==> src/rtl/bus_pkg.sv <==
`default_nettype none
// ============================================================================
// Module      : bus_pkg
// Description : Shared types and defaults for the register-bank bus transfer
//               controller (FSM state encoding, move-command record).
// Revision    : 1.0 - initial release
// ============================================================================
package bus_pkg;

  // Default bus/register width and register index width.
  localparam int c_DATA_W = 8;
  localparam int c_SEL_W  = 3;

  // Command fields are stored at a fixed width large enough for 16
  // registers, so the FIFO type does not depend on the block's SEL_W.
  localparam int c_CMD_SEL_W = 4;

  typedef enum logic [1:0] {
    IDLE   = 2'd0,
    SELECT = 2'd1,
    LOAD   = 2'd2
  } state_t;

  typedef struct packed {
    logic [c_CMD_SEL_W-1:0] src;
    logic [c_CMD_SEL_W-1:0] dst;
  } cmd_t;

  // True when both register indices address a register that exists.
  function automatic logic cmd_in_range(input cmd_t cmd, input int num_regs);
    return (int'(cmd.src) < num_regs) && (int'(cmd.dst) < num_regs);
  endfunction

endpackage
`default_nettype wire

==> src/rtl/bus_transfer_ctrl_if.sv <==
`default_nettype none
// ============================================================================
// Module      : bus_transfer_ctrl_if
// Description : Command handshake, register-bank data and bus outputs of the
//               bus transfer controller.
// Revision    : 1.0 - initial release
// ============================================================================
interface bus_transfer_ctrl_if
  import bus_pkg::*;
#(
  parameter int NUM_REGS = 8,
  parameter int DATA_W   = c_DATA_W,
  parameter int SEL_W    = c_SEL_W
) ();

  logic                         cmd_valid;
  logic                         cmd_ready;
  logic [SEL_W-1:0]             cmd_src;
  logic [SEL_W-1:0]             cmd_dst;
  logic [NUM_REGS*DATA_W-1:0]   reg_data_in;
  logic [DATA_W-1:0]            bus_data;
  logic [NUM_REGS-1:0]          load_en;
  logic                         busy;
  logic                         xfer_done;
  logic                         cmd_err;

  // Command issuer and register bank side.
  modport master (
    output cmd_valid, cmd_src, cmd_dst, reg_data_in,
    input  cmd_ready, bus_data, load_en, busy, xfer_done, cmd_err
  );

  // Controller side.
  modport slave (
    input  cmd_valid, cmd_src, cmd_dst, reg_data_in,
    output cmd_ready, bus_data, load_en, busy, xfer_done, cmd_err
  );

endinterface
`default_nettype wire

==> src/rtl/bus_transfer_ctrl_cmd_fifo.sv <==
`default_nettype none
// ============================================================================
// Module      : cmd_fifo
// Description : Synchronous FIFO of move commands. Pointers carry one extra
//               wrap bit to tell full from empty. No bypass: a pushed entry
//               is visible at head the cycle after the push.
// Revision    : 1.0 - initial release
// ============================================================================
module cmd_fifo
  import bus_pkg::*;
#(
  parameter int DEPTH = 4
) (
  input  wire  clk,
  input  wire  reset,
  input  wire  push,
  input  cmd_t din,
  input  wire  pop,
  output logic full,
  output logic empty,
  output cmd_t head
);

  localparam int c_PTR_W = $clog2(DEPTH);

  cmd_t               r_mem [DEPTH];
  logic [c_PTR_W:0]   r_wr_ptr;
  logic [c_PTR_W:0]   r_rd_ptr;
  logic               w_do_push;
  logic               w_do_pop;

  assign w_do_push = push && !full;
  assign w_do_pop  = pop && !empty;

  assign empty = (r_wr_ptr == r_rd_ptr);
  assign full  = (r_wr_ptr[c_PTR_W] != r_rd_ptr[c_PTR_W]) &&
                 (r_wr_ptr[c_PTR_W-1:0] == r_rd_ptr[c_PTR_W-1:0]);
  assign head  = r_mem[r_rd_ptr[c_PTR_W-1:0]];

  // Advance read/write pointers; reset flushes the queue.
  always_ff @(posedge clk) begin
    if (reset) begin
      r_wr_ptr <= '0;
      r_rd_ptr <= '0;
    end else begin
      if (w_do_push) r_wr_ptr <= r_wr_ptr + (c_PTR_W + 1)'(1);
      if (w_do_pop)  r_rd_ptr <= r_rd_ptr + (c_PTR_W + 1)'(1);
    end
  end

  // Storage array; contents are meaningless while empty, so no reset.
  always_ff @(posedge clk) begin
    if (w_do_push) r_mem[r_wr_ptr[c_PTR_W-1:0]] <= din;
  end

endmodule
`default_nettype wire

==> src/rtl/bus_transfer_ctrl.sv <==
`default_nettype none
// ============================================================================
// Module      : bus_transfer_ctrl
// Description : Owner of the shared register-bank bus. Queues move commands,
//               then per command drives the source register onto bus_data
//               (SELECT) and pulses the destination load enable (LOAD).
// Revision    : 1.0 - initial release
// ============================================================================
module bus_transfer_ctrl
  import bus_pkg::*;
#(
  parameter int NUM_REGS   = 8,
  parameter int DATA_W     = c_DATA_W,
  parameter int SEL_W      = c_SEL_W,
  parameter int FIFO_DEPTH = 4
) (
  input wire                  clk,
  input wire                  reset,
  bus_transfer_ctrl_if.slave  bus
);

  state_t                 r_state;
  state_t                 w_state_next;
  logic [c_CMD_SEL_W-1:0] r_src;
  logic [c_CMD_SEL_W-1:0] r_dst;
  logic [DATA_W-1:0]      r_bus_data;
  logic                   r_cmd_err;

  logic                   w_full;
  logic                   w_empty;
  logic                   w_push;
  logic                   w_pop;
  logic                   w_latch;
  logic                   w_capture;
  logic                   w_cmd_err;
  cmd_t                   w_push_cmd;
  cmd_t                   w_head;
  logic [DATA_W-1:0]      w_src_data;
  logic [NUM_REGS-1:0]    w_load_dec;
  logic [DATA_W-1:0]      w_reg_arr [NUM_REGS];

  // ---------------------------------------------------------------- command
  // No pass-through when full: a pop in the same cycle does not open ready.
  assign w_push         = bus.cmd_valid && !w_full;
  assign w_push_cmd.src = c_CMD_SEL_W'(bus.cmd_src);
  assign w_push_cmd.dst = c_CMD_SEL_W'(bus.cmd_dst);

  cmd_fifo #(
    .DEPTH (FIFO_DEPTH)
  ) u_cmd_fifo (
    .clk   (clk),
    .reset (reset),
    .push  (w_push),
    .din   (w_push_cmd),
    .pop   (w_pop),
    .full  (w_full),
    .empty (w_empty),
    .head  (w_head)
  );

  // ---------------------------------------------------------------- source mux
  for (genvar g = 0; g < NUM_REGS; g++) begin : g_unpack
    assign w_reg_arr[g] = bus.reg_data_in[g*DATA_W +: DATA_W];
  end

  // Select the latched source register's output.
  always_comb begin
    w_src_data = '0;
    for (int i = 0; i < NUM_REGS; i++) begin
      if (r_src == c_CMD_SEL_W'(i)) w_src_data = w_reg_arr[i];
    end
  end

  // Decode the latched destination index to a one-hot enable vector.
  always_comb begin
    w_load_dec = '0;
    for (int i = 0; i < NUM_REGS; i++) begin
      if (r_dst == c_CMD_SEL_W'(i)) w_load_dec[i] = 1'b1;
    end
  end

  // ---------------------------------------------------------------- FSM
  // State register.
  always_ff @(posedge clk) begin
    if (reset) r_state <= IDLE;
    else       r_state <= w_state_next;
  end

  // Next-state and per-state control strobes.
  always_comb begin
    w_state_next = r_state;
    w_pop        = 1'b0;
    w_latch      = 1'b0;
    w_capture    = 1'b0;
    w_cmd_err    = 1'b0;
    unique case (r_state)
      IDLE: begin
        if (!w_empty) begin
          w_pop = 1'b1;
          if (cmd_in_range(w_head, NUM_REGS)) begin
            w_latch      = 1'b1;
            w_state_next = SELECT;
          end else begin
            w_cmd_err = 1'b1;
          end
        end
      end
      SELECT: begin
        w_capture    = 1'b1;
        w_state_next = LOAD;
      end
      LOAD: begin
        w_state_next = IDLE;
      end
      default: begin
        w_state_next = IDLE;
      end
    endcase
  end

  // Datapath registers: command latch, bus capture, error pulse.
  always_ff @(posedge clk) begin
    if (reset) begin
      r_src      <= '0;
      r_dst      <= '0;
      r_bus_data <= '0;
      r_cmd_err  <= 1'b0;
    end else begin
      r_cmd_err <= w_cmd_err;
      if (w_latch) begin
        r_src <= w_head.src;
        r_dst <= w_head.dst;
      end
      if (w_capture) r_bus_data <= w_src_data;
    end
  end

  // ---------------------------------------------------------------- outputs
  // Registers give load priority over their own reset, so reset must
  // suppress the enable combinationally, even in the middle of LOAD.
  assign bus.load_en   = ((r_state == LOAD) && !reset) ? w_load_dec : '0;
  assign bus.xfer_done = (r_state == LOAD) && !reset;
  assign bus.bus_data  = r_bus_data;
  assign bus.cmd_err   = r_cmd_err;
  assign bus.cmd_ready = !w_full;
  assign bus.busy      = (r_state != IDLE) || !w_empty;

endmodule
`default_nettype wire

==> src/flat_wrapper.sv <==
// flat-port wrapper written by rule: the top's interface ports become plain ports
module bus_transfer_ctrl_flat import bus_pkg::*;
#(
  parameter int NUM_REGS   = 8,
  parameter int DATA_W     = c_DATA_W,
  parameter int SEL_W      = c_SEL_W,
  parameter int FIFO_DEPTH = 4
)
  (clk, reset, bus_cmd_valid, bus_cmd_src, bus_cmd_dst, bus_reg_data_in, bus_cmd_ready, bus_bus_data, bus_load_en, bus_busy, bus_xfer_done, bus_cmd_err);
  bus_transfer_ctrl_if #(.NUM_REGS(NUM_REGS), .DATA_W(DATA_W), .SEL_W(SEL_W)) bus_i ();
  input wire clk;
  input wire reset;
  input wire logic [$bits(bus_i.cmd_valid)-1:0] bus_cmd_valid;
  input wire logic [$bits(bus_i.cmd_src)-1:0] bus_cmd_src;
  input wire logic [$bits(bus_i.cmd_dst)-1:0] bus_cmd_dst;
  input wire logic [$bits(bus_i.reg_data_in)-1:0] bus_reg_data_in;
  output wire logic [$bits(bus_i.cmd_ready)-1:0] bus_cmd_ready;
  output wire logic [$bits(bus_i.bus_data)-1:0] bus_bus_data;
  output wire logic [$bits(bus_i.load_en)-1:0] bus_load_en;
  output wire logic [$bits(bus_i.busy)-1:0] bus_busy;
  output wire logic [$bits(bus_i.xfer_done)-1:0] bus_xfer_done;
  output wire logic [$bits(bus_i.cmd_err)-1:0] bus_cmd_err;
  assign bus_i.cmd_valid = bus_cmd_valid;
  assign bus_i.cmd_src = bus_cmd_src;
  assign bus_i.cmd_dst = bus_cmd_dst;
  assign bus_i.reg_data_in = bus_reg_data_in;
  assign bus_cmd_ready = bus_i.cmd_ready;
  assign bus_bus_data = bus_i.bus_data;
  assign bus_load_en = bus_i.load_en;
  assign bus_busy = bus_i.busy;
  assign bus_xfer_done = bus_i.xfer_done;
  assign bus_cmd_err = bus_i.cmd_err;
  bus_transfer_ctrl #(.NUM_REGS(NUM_REGS), .DATA_W(DATA_W), .SEL_W(SEL_W), .FIFO_DEPTH(FIFO_DEPTH)) u_core (.clk(clk), .reset(reset), .bus(bus_i));
endmodule
==> config.mk <==
export PLATFORM = sky130hd
export DESIGN_NAME = bus_transfer_ctrl_flat
export DESIGN_NICKNAME = d
export VERILOG_FILES = /design/src/rtl/bus_pkg.sv /design/src/rtl/bus_transfer_ctrl_if.sv /design/src/rtl/bus_transfer_ctrl_cmd_fifo.sv /design/src/rtl/bus_transfer_ctrl.sv /design/src/flat_wrapper.sv
export SDC_FILE = /design/constraint.sdc
export NUM_CORES = 1
export LEC_CHECK = 0
export ABC_AREA = 1
export BUFFER_PORTS_ARGS = -buffer_cell sky130_fd_sc_hd__buf_2
export CAP_MARGIN = 20
export CORE_MARGIN = 2
export CORE_UTILIZATION = 56
export DETAILED_ROUTE_END_ITERATION = 12
export MAX_ROUTING_LAYER = met4
export PLACE_DENSITY = 0.86
export SYNTH_ARGS = -nofsm -noshare
export SYNTH_HDL_FRONTEND = slang
export SYNTH_HIERARCHICAL = 1
export SYNTH_SLANG_ARGS = --single-unit
==> constraint.sdc <==
create_clock -name clk -period 2.8 [get_ports clk]
set_input_delay 0.84 -clock clk [delete_from_list [all_inputs] [get_ports clk]]
set_output_delay 0.84 -clock clk [all_outputs]
set_load 0.005 [all_outputs]
==> impl_results.md, run 1 <==
* Outcome: complete, no violations
* Layout cell share with drive strength beyond 1 at 31.1%
* Die width at 77.4 um
* CTS clock-pin slew for the worst setup and hold paths at 0.06 ns
* Synth warn at 6
* Post-CTS Resized at 0
* Largest net degree at the start of global routing at 18
* Final number of hold-violating endpoints at 0
* CP Capture Type: output port
* Max frequency at 388 MHz
* Reg-to-Reg End: u_core/r_src[0]
* Clock latency on the worst-skew pair at 0.32 ns
* Fin cells at 549
* DR vias at 2859
* CTS HTree Levels at 3
* CTS Sinks at 59
* Final WL at 7090 um
* Fin crit share at 92.1%
* Buffers inserted by post-CTS timing repair at 0
* Layout Nets at 552
* CP startpoint kind: primary input
* Synth area leader: edfxtp_1
* CTS Buffer Depth at 2
* ANT nets after route at 0
* Crit path DAT at 1.74 ns
* Footprint of the multi-input gates at 0.00132 mm^2
* Worst R2R Setup Slack at 0.61 ns
* # IOs at 93
* Critical Path Start: reset
* CP Depth at 6
* Starting Density at 58.7%
* Max-Cap Viols at 0
* Final Critical Period at 2.58 ns
* Die height at 77.4 um
* Fill cells at 387
* DP Cell Count at 533
* Grt total ovfl at 0
* Total CTS buffers at 9
* Antenna cell count at 0
* Root Driver: clkbuf_8
* Slew Viols, Final at 0
* Initial antenna violation count at 0
* CP most frequent cell: buf_2
* Cts hold-fix bufs at 0
* Setup_tns at 0 ns
* Worst setup path end: bus_load_en[2]
* DR WL/cell at 12.9 um
* Post-Syn Area at 0.00302 mm^2
* Gr usage total at 25.1%
* Area contributors post-synth: edfxtp_1 32%, dfxtp_1 18%, nand2_1 7.0%
* Worst-Margin Slew at 0.579 ns
* First-pass GRT wire length at 11600 um
* Clock skew at 0.00567 ns
* DP HPWL at 5160 um
* Delay-heaviest family, CP: buffers and inverters
* Crit Path Max Fanout at 8
* Reg area at 0.00150 mm^2
* 1st-pass router iterations at 4
* Via density at 5.21
* Power Density at 888 mW/mm^2
* Core Region at 0.00514 mm^2
* CP peak stage delay at 0.20 ns
* Synth-to-Final Area Change at 27.7%
* Mapped Avg Cell Area at 8.29 um^2
* Max IR drop VDD at 0.000488 V
* CP Buf/Inv Count at 4
* Setup Viol. Count Final at 0
* Die footprint at 0.00599 mm^2
* Register area share after synthesis at 49.7%
* RSZ-0062 raised after global routing: no
* Vias in the first global route at 2606
* Synth unique cells at 30
* Hold Path Class: flip-flop to flip-flop
* Port Buf Inserts at 92
* Reg2Reg Depth at 7
* Relative slew slack at 61.4%
* Worst-path cell chain: buf_2, nor3_1, buf_4, inv_1, nor4_1, buf_2
* Static leakage at 1.77 nW
* Slowest-stage cell, CP: nor4_1
* CTS tree: built
* RePlAce Congestion at 0.813
* WP data required at 1.96 ns
* 1st-iter DRT viols at 149
* Critical path class: primary input to output port
* Post-synth top area share at 31.8%
* Number of synthesized register bits at 59
* FP Rows at 26
* DRC at 0
* Gate Count Post-Synth at 364
cell families after synthesis:
group	count (synthesis)	share of synthesized area, %
AOI/OAI and AO/OA	63	11.5
adders and majority gates	5	2.07
buffers and inverters	55	7.34
DFF	59	49.7
other	1	0.124
and+or+nand+nor	181	29.2
area by class of cell:
type,count,area share [%]
multi-input combinational,257,34.3
clock inverter,4,2.53
inverter,49,4.80
clock buffer,12,4.02
timing repair buffer,98,13.1
sequential,59,38.9
tap,70,2.27
how the worst min path moves through the flow:
stage | start | end | cells after the start
global route | u_core/r_dst[3] | u_core/r_dst[3] | 2
CTS | u_core/r_dst[3] | u_core/r_dst[3] | 2
detailed placement | u_core/r_dst[3] | u_core/r_dst[3] | 2
finish | u_core/r_dst[3] | u_core/r_dst[3] | 2
floorplan | u_core/r_dst[3] | u_core/r_dst[3] | 2
global placement | u_core/r_dst[3] | u_core/r_dst[3] | 2
flip-flops by register name (all words and copies together), names as in the netlist, named ones only:
signal                      count
u_core/bus.cmd_err              1
u_core/u_cmd_fifo/r_rd_ptr      3
u_core/r_state                  2
u_core/u_cmd_fifo/r_wr_ptr      3
u_core/bus.bus_data             8
u_core/r_src                    4
u_core/r_dst                    4
u_core/u_cmd_fifo/r_mem        32
per-layer routing:
metal / vias up / global-route usage [%] / routed length (um)
met5: - / - / 0
met4: 0 / 10.5 / 146
met3: 16 / 6.74 / 510
met2: 107 / 42.3 / 3520
met1: 1291 / 28.2 / 2910
li1: 1445 / - / -
power breakdown:
| group | switching [mW] | total [mW] | internal, mW |
|---|---|---|---|
| Combinational | 0.801 | 1.24 | 0.443 |
| Sequential | 0.162 | 1.22 | 1.06 |
| Clock | 0.316 | 0.956 | 0.640 |
worst min-delay path: stages, from the launching register on:
cell     delay (ns)
dfxtp_1        0.31
nand3_1        0.07
inv_1          0.04
synth_stat cells (all sizes together):
library cell and n:
a21oi 25, buf 4, clkbuf 2, clkinv 1, conb 1, dfxtp 27, edfxtp 32, ha 5
inv 48, nand2 64, nand3 40, nand3b 2, nand4 8, nor2 55, nor3 3, nor4 9
o21ai 30, o22ai 8
layout by cell type, fill, tap and decap left out:
cell type / n
nand3_1: 38
nor3_4: 1
nand3_4: 2
a21oi_2: 6
clkbuf_8: 11
o21ai_0: 24
o22ai_1: 8
clkbuf_1: 1
bufinv_16: 3
nor4_1: 9
o21ai_1: 6
nand2_4: 1
ha_1: 5
nor2_2: 4
inv_2: 10
a21oi_1: 19
dfxtp_1: 27
nand3b_1: 2
buf_2: 92
nand2_1: 56
inv_1: 38
edfxtp_1: 32
buf_4: 6
conb_1: 8
clkinv_2: 1
clkinvlp_4: 1
nor2_1: 48
nor3_1: 1
nand4_1: 8
nand2_2: 7
nor3_2: 1
nor2_4: 3
metrics by stage:
| step | area [um^2] | worst slack, ns | power [mW] | hold WS [ns] | util [%] |
|---|---|---|---|---|---|
| 6_report | 3850 | 0.220 | 3.42 | 0.458 | 75.0 |
| 5_1_grt | 3850 | 0.145 | 3.67 | 0.497 | 75.0 |
| 4_1_cts | 3850 | 0.244 | 3.43 | 0.458 | 75.0 |
| 3_5_place_dp | 3600 | 0.248 | 2.46 | 0.448 | 70.1 |
| 3_3_place_gp | 3600 | 0.297 | 2.40 | 0.445 | 70.1 |
| 2_1_floorplan | 3050 | 0.477 | 2.12 | 0.436 | - |
No activity file was read; power rests on OpenSTA's default activity.
==> run 2: changes to the inputs <==
--- a/config.mk
+++ b/config.mk
@@ -5,7 +5,6 @@
 export SDC_FILE = /design/constraint.sdc
 export NUM_CORES = 1
 export LEC_CHECK = 0
-export ABC_AREA = 1
 export BUFFER_PORTS_ARGS = -buffer_cell sky130_fd_sc_hd__buf_2
 export CAP_MARGIN = 20
 export CORE_MARGIN = 2
==> run 2 against run 1 <==
  * Sequential power increased by 7%
  * Register-to-register slack got worse by 0.30 ns
  * Die area increased by 4.6%
  * Critical path depth decreased by 1
  * Hold slack improved by 0.038 ns
  * Global-route usage decreased by 2.0 points
  * Core utilization decreased by 3.2 points
  * Fmax decreased by 2.9%
  * Flip-flop and latch count unchanged
  * Design area increased by 1.9%
  * Critical endpoint is now bus_busy
  * Largest cell class is now multi-input combinational cells
  * Largest power group is now sequential cells
==> impl_results.md, run 2 <==
* Outcome: complete, no violations
* Crit Path Max Fanout at 9 (+1)
* FP Rows at 27 (+3.8%)
* Setup ws final at 0.142 ns (-0.0782 ns)
* Port Buf Inserts at 92 (unchanged)
* Slew Viols, Final at 0 (unchanged)
* Sw frac at 34.4% (-3.0 points)
* Final Cell Area at 0.00393 mm^2 (+1.9%)
* Reg2Reg Depth at 7 (unchanged)
* ANT nets after route at 0 (unchanged)
* Crit path DAT at 1.82 ns (+0.08 ns)
* CP most frequent cell: nand2_1
* CP Capture Type: output port
* Antenna cell count at 0 (unchanged)
* Buffers inserted by post-CTS timing repair at 0 (unchanged)
* Layout Nets at 457 (-17%)
* Relative slew slack at 45.6% (-16 points)
* Max IR drop VDD at 0.000631 V (+29%)
* Commonest non-fill, non-tap cell in the layout: buf_2
* Most instantiated library cell after synthesis: edfxtp_1
* CP startpoint kind: flip-flop
* Die footprint at 0.00627 mm^2 (+4.6%)
* Dpl ws at 0.154 ns (-0.0941 ns)
* Synth warn at 6 (unchanged)
* CTS HTree Levels at 3 (unchanged)
* CP peak stage delay at 0.46 ns (+0.26 ns)
* Max FFs per register at 32 (unchanged)
* DP Cell Count at 440 (-17%)
* Clock latency on the worst-skew pair at 0.32 ns (about the same)
* Post-synth EDFFs at 32 (unchanged)
* Delay-heaviest family, CP: simple AND/OR/NAND/NOR gates
* Number of synthesized register bits at 59 (unchanged)
* Clock skew at 0.00747 ns (+0.00179 ns)
* Max-Cap Viols at 0 (unchanged)
* Top cells by instance count after synthesis: 32 x edfxtp_1, 27 x dfxtp_1, 17 x nand2_1, 16 x a21oi_1
* Grt total ovfl at 0 (unchanged)
* Gr usage total at 23.1% (-2.0 points)
* Power Density at 844 mW/mm^2 (-5.0%)
* Max frequency at 376 MHz (-2.9%)
* DP HPWL at 5090 um (-1.3%)
* Share of power burned in combinational logic at 36.6% (+0.3 points)
* Vias in the first global route at 2460 (-5.6%)
* Hold Path Class: flip-flop to flip-flop
* Hold path cells at 2 (unchanged)
* FFs w/ async S/R, synth at 0% (unchanged)
* Final number of hold-violating endpoints at 0 (unchanged)
* Final Util at 71.8% (-3.2 points)
* DRC at 0 (unchanged)
* Synth unique cells at 56 (+87%)
* Mapped Avg Cell Area at 11.4 um^2 (+38%)
* Die width at 79.2 um (+2.3%)
* Post-Syn Area at 0.00316 mm^2 (+4.8%)
* 1st-iter DRT viols at 121 (-19%)
* Largest net degree at the start of global routing at 24 (+6)
* Internal power at 2.18 mW (+1.5%)
* Worst-Margin Slew at 0.814 ns (+0.236 ns)
* CP Buf/Inv Count at 1 (-3)
* Fin Hold WS at 0.496 ns (+0.0383 ns)
* WP data required at 1.96 ns (about the same)
* 1st-pass router iterations at 4 (unchanged)
* Initial antenna violation count at 0 (unchanged)
* DR WL/cell at 15.1 um (+17%)
* Setup_tns at 0 ns (unchanged)
* Critical path class: flip-flop to output port
* Synth area leader: edfxtp_1
* CTS Buffer Depth at 2 (unchanged)
* Final WL at 6880 um (-3.0%)
* Slowest-stage cell, CP: xnor2_1
* Top FF cell, synth: edfxtp_1
* CP Depth at 5 (-1)
* Area contributors post-synth: edfxtp_1 30%, dfxtp_1 17%, mux4_2 9.3%
* Fin cells at 456 (-17%)
* Switching power total at 1.14 mW (-11%)
* # IOs at 93 (unchanged)
* CTS clock-pin slew for the worst setup and hold paths at 0.06 ns (about the same)
* Starting Density at 57.8% (-0.92 points)
* Clock network power share at 24.3% (-3.6 points)
* RePlAce Congestion at 0.844 (+3.9%)
* Die height at 79.2 um (+2.3%)
* Commonest cells after routing, fill and taps aside: 92 x buf_2, 32 x edfxtp_1, 27 x dfxtp_1
* Core Region at 0.00547 mm^2 (+6.5%)
* CTS Sinks at 59 (unchanged)
* First-pass GRT wire length at 10900 um (-6.2%)
* Flop pwr share at 39.1% (+3.4 points)
* Static leakage at 1.61 nW (-9.2%)
* Synth-to-Final Area Change at 24.2%
* Via density at 5.60 (+7.5%)
* Register area share after synthesis at 47.4% (-2.3 points)
* RSZ-0062 raised after global routing: no
* Power Total at 3.32 mW (-3.1%)
* Setup Viol. Count Final at 0 (unchanged)
* Placed cell areas at 0.00371 mm^2 (+2.9%)
* Worst R2R Setup Slack at 0.31 ns (-0.30 ns)
* Worst-path cell chain: xnor2_1, nand2_1, nor2_1, nand2_1, buf_2
* Root Driver: clkbuf_8
* Fin crit share at 94.9% (+2.8 points)
* CTS tree: built
* Fill cells at 410 (+5.9%)
* Final Critical Period at 2.66 ns (+0.0782 ns)
* Total CTS buffers at 9 (unchanged)
* DR vias at 2552 (-11%)
* Layout cell share with drive strength beyond 1 at 36.5% (+5.4 points)
* Gate Count Post-Synth at 277 (-24%)
* Post-synth top area share at 30.4% (-1.5 points)
==> run 2: changes by cell type after synthesis, moves of 7 or more <==
cell and delta:
inv_1 -33, nor3b_1 +7, nand2_1 -39, a22o_1 +13, o21ai_0 -15, mux4_2 +13
nor2_1 -36, nor4_1 -7, inv_2 -8, nand3_1 -28, nor2b_1 +9
==> run 2: path summary, 6_finish.rpt <==
path | startpoint | to
max | u_core/u_cmd_fifo/r_wr_ptr[1] | bus_busy
min | u_core/r_dst[0] | u_core/r_dst[0]
max reg2reg | u_core/u_cmd_fifo/r_wr_ptr[1] | u_core/u_cmd_fifo/r_mem[1][4]
min reg2reg | u_core/r_dst[0] | u_core/r_dst[0]
==> run 2: final cells by class <==
| type | count | area [um^2] | area share [%] |
|---|---|---|---|
| well taps | 72 | 90.1 | 2.29 |
| multi-input cells | 201 | 1560 | 39.7 |
| inverters | 7 | 26.3 | 0.669 |
| repair buffers | 101 | 541 | 13.8 |
| clock inverters | 5 | 77.6 | 1.97 |
| clock buffers | 11 | 131 | 3.34 |
| flip-flops and latches | 59 | 1500 | 38.2 |
==> run 2: layer usage <==
| layer | track usage [%] | wire length (um) | vias up |
|---|---|---|---|
| met4 | 9.48 | 37 | 0 |
| met3 | 4.32 | 489 | 4 |
| met5 | - | 0 | - |
| li1 | - | - | 1256 |
| met2 | 40.3 | 3550 | 99 |
| met1 | 26.4 | 2800 | 1193 |
==> run 2: worst register-to-register path, delay by kind of cell (launching register included) <==
kind                   cells  cell delay, ns
AND/OR/NAND/NOR            4            1.08
flip-flops                 1            0.50
XOR/XNOR                   1            0.23
AO/OA/AOI/OAI              1            0.22
buffers and inverters      1            0.10
==> run 2: power groups by stage <==
stage                     clock [mW]  combinational [mW]  sequential, mW
after global placement             0                1.17            1.29
after global routing           0.858                1.34            1.33
after detailed placement           0                1.20            1.31
final                          0.806                1.21            1.30
after floorplan                    0               0.967            1.20
after CTS                      0.833                1.20            1.29
==> run 2: cell families after synthesis <==
| group | count (synthesis) | synth area share (%) |
|---|---|---|
| XOR/XNOR | 6 | 1.66 |
| AO/OA/AOI/OAI | 70 | 14.9 |
| flip-flops | 59 | 47.4 |
| multiplexers | 26 | 13.7 |
| adder cells (fa/ha/maj) | 5 | 1.98 |
| AND/OR/NAND/NOR | 86 | 15.7 |
| other | 1 | 0.119 |
| buffers and inverters | 24 | 4.47 |
==> run 2: timing repair <==
| action | CTS | global route |
|---|---|---|
| endpoints found under the setup margin | 0 | 3 |
| resized for setup | 0 | 2 |
| hold buffers | 0 | 0 |
==> run 3: changes to the inputs <==
==> constraint.sdc (replaced) <==
create_clock -name clk -period 3.1 [get_ports clk]
set_input_delay 0.93 -clock clk [delete_from_list [all_inputs] [get_ports clk]]
set_output_delay 0.93 -clock clk [all_outputs]
set_load 0.005 [all_outputs]
==> run 3 against run 2 <==
  * Worst setup slack gained 0.11 ns
  * Clock skew shrank 0.0029 ns
  * Non-clock buffer count shrank 4
  * Core utilization shrank 0.75 points
  * First-iteration DRC count grew 5.0%
  * Sequential share of layout area grew 0.41 points
  * Clock power shrank 5.2%
  * Combinational power shrank 12%
  * Hold slack gained 0.0069 ns
  * Highest routed layer unchanged
==> impl_results.md, run 3 (synthesis results as in run 2) <==
* Die height at 79.2 um (unchanged)
* Met1 Use GR at 28.4% (+2.1 points)
* Outcome: complete, no violations
* Buffers inserted by post-CTS timing repair at 0 (unchanged)
* 1st-pass router iterations at 4 (unchanged)
* Worst R2R Setup Slack at 0.55 ns (+0.24 ns)
* Setup Viol. Count Final at 0 (unchanged)
* Internal power at 1.94 mW (-11%)
* Dpl ws at 0.286 ns (+0.132 ns)
* Max FFs per register at 32 (unchanged)
* CTS Sinks at 59 (unchanged)
* Share of power burned in combinational logic at 35.4% (-1.2 points)
* Commonest cells after routing, fill and taps aside: 92 x buf_2, 32 x edfxtp_1, 27 x dfxtp_1
* Critical path class: primary input to output port
* Setup_tns at 0 ns (unchanged)
* DR vias at 2590 (+1.5%)
* Max frequency at 351 MHz
* CTS HTree Levels at 3 (unchanged)
* Layout Nets at 453 (-0.88%)
* Clock network power share at 25.4% (+1.1 points)
* Gr usage total at 23.8% (+0.66 points)
* Relative slew slack at 54.3% (+8.6 points)
* Port Buf Inserts at 92 (unchanged)
* Fin crit share at 91.9%
* GR Util met2 at 39.4% (-0.85 points)
* Fill cells at 409 (-0.24%)
* Core Region at 0.00547 mm^2 (unchanged)
* CTS clock-pin slew for the worst setup and hold paths at 0.07 ns (about the same)
* Vias in the first global route at 2427 (-1.3%)
* # IOs at 93 (unchanged)
* Final WL at 7050 um (+2.5%)
* Hold path cells at 2 (unchanged)
* Worst-Margin Slew at 0.684 ns (-0.130 ns)
* CP peak stage delay at 0.28 ns (-0.18 ns)
* Max-Cap Viols at 0 (unchanged)
* Die footprint at 0.00627 mm^2 (unchanged)
* CP startpoint kind: primary input
* Sw frac at 35.4% (+1.1 points)
* Post-CTS Resized at 0 (unchanged)
* Largest net degree at the start of global routing at 24 (unchanged)
* CTS Buffer Depth at 2 (unchanged)
* Die width at 79.2 um (unchanged)
* Power Density at 772 mW/mm^2 (-8.5%)
* Reg2Reg Depth at 7 (unchanged)
* Static leakage at 1.58 nW (-1.6%)
* CP Capture Type: output port
* Met3 Use GR at 5.80% (+1.5 points)
* Final number of hold-violating endpoints at 0 (unchanged)
* Slowest-stage cell, CP: nor3_2
* ANT nets after route at 0 (unchanged)
* Slew Viols, Final at 0 (unchanged)
* Total CTS buffers at 9 (unchanged)
* Clock latency on the worst-skew pair at 0.34 ns (+0.02 ns)
* 1st-iter DRT viols at 127 (+5.0%)
* RSZ-0062 raised after global routing: no
* Final Util at 71.0% (-0.75 points)
* WP data required at 2.17 ns (+0.21 ns)
* Via density at 5.73 (+2.4%)
* Root Driver: clkbuf_8
* FP Rows at 27 (unchanged)
* Crit Path Max Fanout at 4 (-5)
* First-pass GRT wire length at 11200 um (+2.5%)
* CP most frequent cell: buf_2
* Grt total ovfl at 0 (unchanged)
* Power Total at 3.00 mW (-9.5%)
* Layout cell share with drive strength beyond 1 at 36.3% (-0.14 points)
* Worst-path cell chain: buf_2, nor3_2, nand2b_1, nor4b_1, buf_2
* Most used routing layer: met2
* Final Critical Period at 2.85 ns
* Hold Path Class: flip-flop to flip-flop
* RePlAce Congestion at 0.859 (+1.8%)
* Crit path DAT at 1.92 ns (+0.10 ns)
* Antenna cell count at 0 (unchanged)
* CTS tree: built
* DP HPWL at 5040 um (-1.0%)
* Switching power total at 1.06 mW (-6.7%)
* Starting Density at 57.8% (unchanged)
* DRC at 0 (unchanged)
* Clock skew at 0.00459 ns (-0.00288 ns)
* Setup ws final at 0.250 ns (+0.107 ns)
* Initial antenna violation count at 0 (unchanged)
* Max IR drop VDD at 0.000549 V (-13%)
* Cts hold-fix bufs at 0 (unchanged)
* DR WL/cell at 15.6 um (+3.4%)
* Fin Hold WS at 0.503 ns (+0.00692 ns)
* Synth-to-Final Area Change at 22.9%
* Flop pwr share at 39.2% (about the same)
* Commonest non-fill, non-tap cell in the layout: buf_2
[run 3: cell count changes in the layout (fill, tap and decap cells not counted), sizes merged]
cell / delta
clkinv: -2
buf: -4
clkbuf: -1
clkinvlp: +2
inv: +1
[run 3: stage by stage]
| step | area (um^2) | std cells |
|---|---|---|
| after floorplan | 3190 | 284 |
| after global placement | 3660 | 436 |
| after detailed placement | 3660 | 436 |
| after CTS | 3880 | 452 |
| after global routing | 3890 | 452 |
| final | 3890 | 452 |
[run 3: power by group through the flow]
stage               sequential [mW]  combinational (mW)  clock [mW]
floorplan                      1.08               0.873           0
global placement               1.18                1.02           0
detailed placement             1.19                1.04           0
CTS                            1.17                1.05       0.780
global route                   1.20                1.17       0.814
finish                         1.18                1.06       0.764
[run 3: layout make-up]
| type | instances | area [um^2] | share of cell area [%] |
|---|---|---|---|
| inverter | 7 | 26.3 | 0.676 |
| timing repair buffer | 97 | 498 | 12.8 |
| clock buffer | 10 | 128 | 3.28 |
| tap | 72 | 90.1 | 2.32 |
| clock inverter | 6 | 88.8 | 2.29 |
| sequential | 59 | 1500 | 38.6 |
| multi-input combinational | 201 | 1560 | 40.0 |
[run 3: worst paths after layout]
kind	from	end
worst min-delay path	u_core/bus.bus_data[2]	u_core/bus.bus_data[2]
worst min register to register	u_core/bus.bus_data[2]	u_core/bus.bus_data[2]
worst max-delay path	reset	bus_load_en[4]
worst max register to register	u_core/u_cmd_fifo/r_wr_ptr[1]	u_core/u_cmd_fifo/r_mem[2][1]
[run 3: worst max-delay path, delay by kind of cell]
kind          cells  cell delay (ns)
simple gates      3             0.72
buf+inv           2             0.27
[run 3: metal layers]
metal,vias up,wire (um)
met3,14,483
met1,1223,2950
met5,-,0
met2,98,3500
met4,0,119
li1,1255,-
